[config.mk]
export PLATFORM = sky130hd
export DESIGN_NAME = wave_pwm_out
export DESIGN_NICKNAME = d
export VERILOG_FILES = /design/src/rtl/wave_pwm_out.sv
export SDC_FILE = /design/constraint.sdc
export NUM_CORES = 1
export LEC_CHECK = 0
export CAP_MARGIN = 10
export CORE_MARGIN = 2
export CORE_UTILIZATION = 35
export DETAILED_ROUTE_END_ITERATION = 10
export PLACE_DENSITY = 0.52
export SLEW_MARGIN = 20
export SYNTH_ARGS = -nofsm -noshare
export SYNTH_HDL_FRONTEND = slang
export SYNTH_SLANG_ARGS = --single-unit
[constraint.sdc]
create_clock -name clk -period 1.6 [get_ports clk]
set_input_delay 0.32 -clock clk [delete_from_list [all_inputs] [get_ports clk]]
set_output_delay 0.32 -clock clk [all_outputs]
set_load 0.02 [all_outputs]
[src/rtl/wave_pwm_out.sv]
// wave_pwm_out: PWM output stage with a one-entry sample holding register and duty reload
// at period boundaries. Define WAVE_PWM_CENTER_EN for a center-aligned (up/down) counter.
module wave_pwm_out #(
    parameter int WIDTH    = 8,
    parameter int PRESCALE = 1
) (
    input  logic             clk,
    input  logic             rst,
    input  logic             enable,
    input  logic [WIDTH-1:0] sample_in,
    input  logic             sample_valid,
    output logic             sample_ready,
    output logic             pwm_out,
    output logic             period_start,
    output logic             underrun
);

    localparam int               PW       = (PRESCALE > 1) ? $clog2(PRESCALE) : 1;
    localparam logic [PW-1:0]    PRE_LAST = PW'(PRESCALE - 1);
    localparam logic [WIDTH-1:0] CNT_LAST = {{(WIDTH-1){1'b1}}, 1'b0};

`ifdef WAVE_PWM_CENTER_EN
    typedef enum logic {
        DIR_UP   = 1'b0,
        DIR_DOWN = 1'b1
    } dir_e;

    localparam logic [WIDTH-1:0] CNT_RST = '0;

    dir_e dir_q, dir_d;
`else
    localparam logic [WIDTH-1:0] CNT_RST = CNT_LAST;
`endif

    logic [PW-1:0]    pre_q, pre_d;
    logic [WIDTH-1:0] cnt_q, cnt_d;
    logic [WIDTH-1:0] duty_q, duty_d;
    logic [WIDTH-1:0] hold_q, hold_d;
    logic             full_q, full_d;
    logic             pwm_q, pwm_d;
    logic             ps_q, ps_d;
    logic             ur_q, ur_d;

    logic tick;
    logic boundary;
    logic accept;
    logic load;

    // Prescaler and period counter; disabling parks the counter so the
    // first tick after re-enabling is a period boundary.
    always_comb begin
        tick     = enable && (pre_q == PRE_LAST);
        pre_d    = pre_q;
        cnt_d    = cnt_q;
        boundary = 1'b0;
`ifdef WAVE_PWM_CENTER_EN
        dir_d    = dir_q;
`endif
        if (!enable) begin
            pre_d = '0;
            cnt_d = CNT_RST;
`ifdef WAVE_PWM_CENTER_EN
            dir_d = DIR_DOWN;
`endif
        end else begin
            pre_d = tick ? '0 : pre_q + 1'b1;
            if (tick) begin
`ifdef WAVE_PWM_CENTER_EN
                // Endpoint values repeat: the turn-around tick flips direction only.
                if (dir_q == DIR_DOWN) begin
                    if (cnt_q == '0) begin
                        boundary = 1'b1;
                        dir_d    = DIR_UP;
                    end else begin
                        cnt_d = cnt_q - 1'b1;
                    end
                end else begin
                    if (cnt_q == CNT_LAST) begin
                        dir_d = DIR_DOWN;
                    end else begin
                        cnt_d = cnt_q + 1'b1;
                    end
                end
`else
                if (cnt_q == CNT_LAST) begin
                    boundary = 1'b1;
                    cnt_d    = '0;
                end else begin
                    cnt_d = cnt_q + 1'b1;
                end
`endif
            end
        end
    end

    // Holding register: accept and boundary-load are exclusive because they
    // need opposite fill states, so no sample ever bypasses hold into duty.
    always_comb begin
        accept = sample_valid && !full_q;
        load   = boundary && full_q;
        hold_d = accept ? sample_in : hold_q;
        duty_d = load ? hold_q : duty_q;
        full_d = full_q;
        if (accept) begin
            full_d = 1'b1;
        end else if (load) begin
            full_d = 1'b0;
        end
        pwm_d = enable && (cnt_q < duty_q);
        ps_d  = boundary;
        ur_d  = boundary && !full_q;
    end

    always_ff @(posedge clk) begin
        if (!rst) begin
            pre_q  <= '0;
            cnt_q  <= CNT_RST;
            duty_q <= '0;
            hold_q <= '0;
            full_q <= 1'b0;
            pwm_q  <= 1'b0;
            ps_q   <= 1'b0;
            ur_q   <= 1'b0;
`ifdef WAVE_PWM_CENTER_EN
            dir_q  <= DIR_DOWN;
`endif
        end else begin
            pre_q  <= pre_d;
            cnt_q  <= cnt_d;
            duty_q <= duty_d;
            hold_q <= hold_d;
            full_q <= full_d;
            pwm_q  <= pwm_d;
            ps_q   <= ps_d;
            ur_q   <= ur_d;
`ifdef WAVE_PWM_CENTER_EN
            dir_q  <= dir_d;
`endif
        end
    end

    assign sample_ready = !full_q;
    assign pwm_out      = pwm_q;
    assign period_start = ps_q;
    assign underrun     = ur_q;

endmodule

**Word level (Yosys, flattened, before mapping)**

Index checks and enable logic that the tools add are counted.

- Flip-flop bits (word level): 29
- Output and inout port bits: 4
- Input bits: 12
- Logic and storage cells: 30

- Order comparisons: 1
- Muxes and demuxes: 6
- Bitwise gates (word level): 3
- Add/subtract/negate cells: 2
- Reduce and logical (&&, ||, !) cells: 9
- Eq/ne operators: 1

Operator list:

| cell | number |
|---|---|
| $add 8x1->8 const B | 1 |
| $eq 8x8->1 const B | 1 |
| $lt 8x8->1 | 1 |
| $mux 8 | 1 |
| $logic_and 1x1->1 | 5 |
| $mux 1 | 5 |
| $not 1->1 | 3 |
| $reduce_or 3->1 | 1 |
| $reduce_and 2->1 | 1 |
| $reduce_bool 2->1 | 1 |
| $add 1x1->1 const B | 1 |
| $logic_not 1->1 | 1 |

**Logic depth before layout (Yosys ltp)**

Gate-level depths: netlist of the first run.

- Depth in word-level cells: 7
- Mapped depth: 6
- Gate-level depth less buffers: 5

**Least setup slack after synthesis of the first run**

No wires, ideal clock.

- Path kind: reg-to-reg
- Start: reg cnt_q[5]
- End: reg pwm_q (netlist: pwm_out)
- Required time: 1.541 ns
- Period minus slack after synthesis: 1.425 ns
- Data arrival time: 1.366 ns
- Path slack: 0.175 ns
- Cell stages (with the launch flop): 5
- Library setup time: 0.059 ns
- Path buffers: 0
- Path through: dfxtp_1 > ha_1 > and4_1 > a2111oi_0 > o31a_1

- Cells in the longest elaborated chain, start to end: 2

Ends and longest elaborated chain:

| item | line | source |
|---|---|---|
| start: declaration | 36 | `logic [WIDTH-1:0] cnt_q, cnt_d;` |
| start signal: assignment | 129 | `cnt_q <= cnt_d;` |
| $lt 8x8->1 | 109 | `pwm_d = enable && (cnt_q < duty_q);` |
| $logic_and 1x1->1 | 109 |  |
| end signal: assignment | 133 | `pwm_q <= pwm_d;` |
| end: declaration | 40 | `logic pwm_q, pwm_d;` |

No other way between the ends.
A chain may end at the register's enable or synchronous reset.

**Worst setup path in the final report of the first run**

- Start: reg pwm_q (netlist: pwm_out)
- End: out pwm_out

RTL lines:

| item | line | source |
|---|---|---|
| end: declaration | 13 | `output logic pwm_out,` |

No word-level cell between the ends.

==> results.yml, run 1 <==
timing:
  timing.final.crit_share_pct: 94.7
  maxSlewHeadroom_pct: 64.8
  min_period_ps: 1520
  fin_hold_ws_ps: 454
  slew_violations: 0
  fmax_ghz: 0.660
  clock_skew_ps: 5.66
  worst_slew_pin_slew_ps: 515
  setup-violations-final: 0
  rsz0062_at_grt: "no"
  final_hold_viol_count: 0
clock_network:
  path_clk_slew_ps: 50
  htreeDepth: 2
  cts_hold_buf: 0
  cts.sinks: 29
  cts_setup_buffers: 0
  cts_tree: "yes"
  cts-root-buf: "clkbuf_8"
  clock_path_buffers: 2
  worstSkewPairLatency_ps: 280
  cts_made_buffers: 5
setup_path:
  crit_end: "pwm_out"
  crit_arrival_ps: 1200
  path_max_fanout: 1
  crit_chain: "clkdlybuf4s50_1"
  max_stage_delay_ps: 600
  worstReg2RegStart: "cnt_q[7]"
  r2r_slack_ps: 120
  required_ps: 1280
  rr_worst_depth: 4
  critPathCaptureType: "output pin"
  path_class: "flip-flop to output pin"
  reg2reg_to: "pwm_out"
  crit_start: "pwm_out"
  crit_slowest_cell: "clkdlybuf4s50_1"
  cp_top_family: "buffers and inverters"
  path_depth: 1
  start_kind: "flip-flop"
  path_buf_inv: 1
worst_hold_path:
  hold_class: "flip-flop to flip-flop"
die:
  die_h_um: 68.3
  start_util_pct: 36.2
  dieArea_mm2: 0.00467
  io_pins: 16
  rows: 23
  die_w_um: 68.3
  design.core.area_mm2: 0.00400
run:
  maxCapViolations: 0
layout:
  stdcell_count: 231
  final_util_pct: 44.9
  syn2layout_area_growth_pct: 24.0
  drive_above_1_share_pct: 13.8
  fill_cells: 407
  antenna_cells: 0
  nets: 203
pwr:
  switching_share_pct: 25.5
  seqPwrFrac_pct: 50.2
  p_leak_uw: 0.000686
  vdd_drop_max_v: 0.000506
  power.switching_uw: 396
  clkPwrFrac_pct: 34.6
  p_int_uw: 1160
  pwr-share-comb_pct: 15.2
  powerDensity_mw_per_mm2: 866
  p_total_uw: 1560
placement:
  place_congestion: 0.868
  dp_hpwl_um: 2220
  dpl.cell_count: 225
  portBuffers: 15
routing:
  drc: 0
  avgRoutedWirePerCell_um: 12.5
  wirelength_um: 2880
  ant_nets: 0
  dr.pass1.iters: 4
  vias: 1123
  drtIter0Drc: 34
  via_per_inst: 4.86
grt:
  antenna_found_initial: 0
  grt_pass1_wl_um: 4890
  grt_max_degree: 24
  grt.total_usage_pct: 14.6
  overflow: 0
  grt_pass1_vias: 1039
logic_synthesis:
  synth_seq_cells: 29
  synth_edf_count: 0
  synth_area_leaders: "dfxtp_1, mux2i_1, ha_1, nand2_1, nor2b_1"
  synthCells: 154
  ys.flop_type: "dfxtp_1"
  ys_async_sr_fraction_pct: 0
  yosysSeqAreaShare_pct: 40.1
  yosysMostFrequentCell: "dfxtp_1"
  synth_area_per_cell_um2: 9.41
  synth_area_mm2: 0.00145
  synth.top_cell.area_share_pct: 40.1
  synth_commonest_cells: "dfxtp_1, nand2_1, mux2i_1, inv_1"
  synth_top_cell_by_area: "dfxtp_1"
  synth_nets: 175
  netlist-cell-type-count: 39
  ys_warn_count: 0
outcome:
  status: "finished clean"
## layout make-up
| type | instances | area [um^2] | share of cell area, % |
|---|---|---|---|
| clock buffers | 5 | 68.8 | 3.83 |
| clock inverters | 1 | 5.00 | 0.279 |
| inverters | 10 | 37.5 | 2.09 |
| multi-input cells | 108 | 793 | 44.2 |
| flip-flops and latches | 29 | 581 | 32.3 |
| well taps | 50 | 62.6 | 3.48 |
| repair buffers | 28 | 249 | 13.9 |
## worst min-delay path by stage
stage | from | slack [ps] | cells past startpoint | endpoint
6_report | duty_q[3] | 450 | 2 | duty_q[3]
5_1_grt | duty_q[4] | 480 | 2 | duty_q[4]
4_1_cts | duty_q[4] | 460 | 2 | duty_q[4]
3_5_place_dp | duty_q[1] | 450 | 2 | duty_q[1]
3_3_place_gp | duty_q[3] | 440 | 2 | duty_q[3]
2_1_floorplan | duty_q[1] | 430 | 2 | duty_q[1]
## placed cells by master (no fill, tap or decap), drive strengths merged, types with 3 or more instances in the layout
cell,Yosys,final
buf,5,13
nand4,3,3
clkdlybuf4s50,0,13
or3,4,4
nor2,4,4
nand2,24,24
dfxtp,29,29
inv,10,10
ha,9,9
nor3,3,3
nor2b,9,9
clkbuf,2,5
a211oi,3,3
nor4,5,5
mux2i,16,16
## per-layer routing
metal | GRT usage [%] | vias up | wire, um
met3 | 4.93 | 6 | 118
met2 | 23.8 | 20 | 1360
met5 | 0 | - | 0
li1 | - | 592 | -
met1 | 17.3 | 505 | 1350
met4 | 6.75 | 0 | 60
## what timing repair did
action | 4_1_cts | 5_1_grt
endpoints found under the setup margin | 2 | 5
endpoints found under the hold margin | 0 | 0
resized for setup | 2 | 2
## kinds of logic after synthesis
| family | Yosys count | synth area share, % |
|---|---|---|
| flops | 29 | 40.1 |
| other cells | 1 | 0.259 |
| fa+ha+maj | 9 | 7.77 |
| buf+inv | 17 | 5.44 |
| compound gates | 19 | 9.76 |
| simple gates | 63 | 25.6 |
| mux | 16 | 11.1 |
## through the flow
stage          worst slack [ps]  setup TNS [ps]  cell area, um^2
6_report                   84.8               0             1800
4_1_cts                    65.8               0             1790
2_1_floorplan               175               0             1450
5_1_grt                    20.1               0             1800
3_5_place_dp               -287           -3940             1720
3_3_place_gp               -225           -3040             1720
## flip-flops by register name (all words and copies together), names as in the netlist
register / flops
pwm_out: 1
underrun: 1
full_q: 1
cnt_q: 8
period_start: 1
duty_q: 8
pre_q: 1
hold_q: 8
## power groups by stage
stage               registers [uW]  clock network (uW)  logic [uW]
detailed placement             796                   0         240
global placement               795                   0         235
floorplan                      792                   0         145
CTS                            781                 563         239
global route                   785                 601         264
finish                         781                 539         236
Note: power is estimated with default switching activity, not from simulation.
==> inputs of run 2 (changes only) <==
Settings changed: CORE_UTILIZATION 35 to 55, PLACE_DENSITY 0.52 to 0.76, TNS_END_PERCENT from default to 100.
==> run 2 against run 1 <==
Compared with the run above:
- critical endpoint is now cnt_q[3]
- worst setup slack improved by 27 ps
- critical path depth increased by 3
- maximum frequency is 1.8% higher
- via count is 3.4% higher
- global-route usage grew 7.1 points
==> results.yml, run 2 (synthesis gave the netlist of run 1 again) <==
outcome:
  status: "finished clean"
run:
  maxCapViolations: 0
grt:
  antenna_found_initial: 0
  grt.total_usage_pct: 21.7
  grt_pass1_wl_um: 5230
  grt_pass1_vias: 1205
  overflow: 0
  grt_max_degree: 26
clock_network:
  htreeDepth: 2
  clock_path_buffers: 2
  cts_setup_buffers: 0
  cts.sinks: 29
  cts_made_buffers: 5
  cts_tree: "yes"
  cts-root-buf: "clkbuf_4"
  path_clk_slew_ps: 90
  worstSkewPairLatency_ps: 330
timing:
  worst_slew_pin_slew_ps: 511
  maxSlewHeadroom_pct: 65.1
  slew_violations: 0
  rsz0062_at_grt: "yes"
  fmax_ghz: 0.672
  clock_skew_ps: 7.26
  final_hold_viol_count: 0
  setup-violations-final: 0
  min_period_ps: 1490
  timing.final.crit_share_pct: 93.0
pwr:
  vdd_drop_max_v: 0.000855
  powerDensity_mw_per_mm2: 826
  p_total_uw: 1450
  p_leak_uw: 0.000721
placement:
  place_congestion: 0.770
  portBuffers: 15
  dp_hpwl_um: 2200
  place_area_mm2: 0.00169
routing:
  drc: 0
  dr.pass1.iters: 4
  wirelength_um: 2900
  ant_nets: 0
  avgRoutedWirePerCell_um: 13.7
  vias: 1161
  drtIter0Drc: 19
  via_per_inst: 5.48
die:
  io_pins: 16
  start_util_pct: 58.5
  rows: 18
  die_h_um: 55.3
  dieArea_mm2: 0.00306
  die_w_um: 55.3
  design.core.area_mm2: 0.00248
layout:
  reg.largest.list: "cnt_q x8, duty_q x8, hold_q x8"
  final_util_pct: 71.0
  seq_area_um2: 583
  syn2layout_area_growth_pct: 21.3
  final_cell_mix: "dfxtp_1, nand2_1, mux2i_1"
  final_cell_area_mm2: 0.00176
  mostFrequentLayoutCell: "dfxtp_1"
  drive_above_1_share_pct: 15.4
  multi_input_area_um2: 802
  fill_cells: 204
  antenna_cells: 0
  nets: 202
setup_path:
  path_class: "primary input to flip-flop"
  path_max_fanout: 10
  start_kind: "primary input"
  required_ps: 1820
  crit_arrival_ps: 1710
  critPathCaptureType: "flip-flop"
worst_hold_path:
  hold_class: "flip-flop to flip-flop"
## run 2: cell types whose count changed in the layout (fill, tap and decap cells not counted), sizes merged
cell / delta
buf: -1
clkbuf: +1
clkdlybuf4s50: -2
clkinv: +1
dlymetal6s2s: +2
## run 2: metrics by stage
stage	instances	hold slack (ps)	worst slack, ps	setup TNS, ps
after floorplan	154	435	175	0
after global placement	204	447	-154	-1460
after detailed placement	204	458	-206	-2420
after CTS	212	472	7.23	0
after global routing	212	491	-3.56	-4.28
final	212	470	112	0
## run 2: cell type report
cell class	count	share of cell area, %
Multi-Input combinational cell	108	45.6
Sequential cell	29	33.2
Timing Repair Buffer	27	14.0
Clock buffer	6	2.35
Inverter	10	2.14
Tap cell	30	2.14
Clock inverter	2	0.569
## run 2: final timing paths
check,slack (ps),end,startpoint,cells past startpoint
setup / recovery,110,cnt_q[3],enable,4
hold / removal,470,duty_q[1],duty_q[1],2
setup reg to reg,130,duty_q[0],cnt_q[0],6
hold reg to reg,470,duty_q[1],duty_q[1],2
## run 2: timing repair
| item | CTS | global route |
|---|---|---|
| hold buffers | 0 | 0 |
| endpoints found under the setup margin | 1 | 13 |
| resized for setup | 1 | 8 |
## run 2: critical path: stages
cell	delay, ps
clkdlybuf4s50_1	580
nand2_1	280
nor4_2	430
nor3_1	100
## run 2: report_power, final
part / internal [uW] / leakage (uW) / total [uW] / switching (uW)
registers: 752 / 0.000237 / 778 / 26.3
clock network: 167 / 0.0000320 / 432 / 265
logic: 123 / 0.000452 / 243 / 120
## run 2: per-layer routing
metal / track usage (%) / share of wire [%] / up-vias
met5: 0 / 0 / -
met4: 8.36 / 1.5 / 0
met3: 7.73 / 3.5 / 7
met2: 36.2 / 51 / 18
met1: 25.4 / 43 / 545
li1: - / - / 591
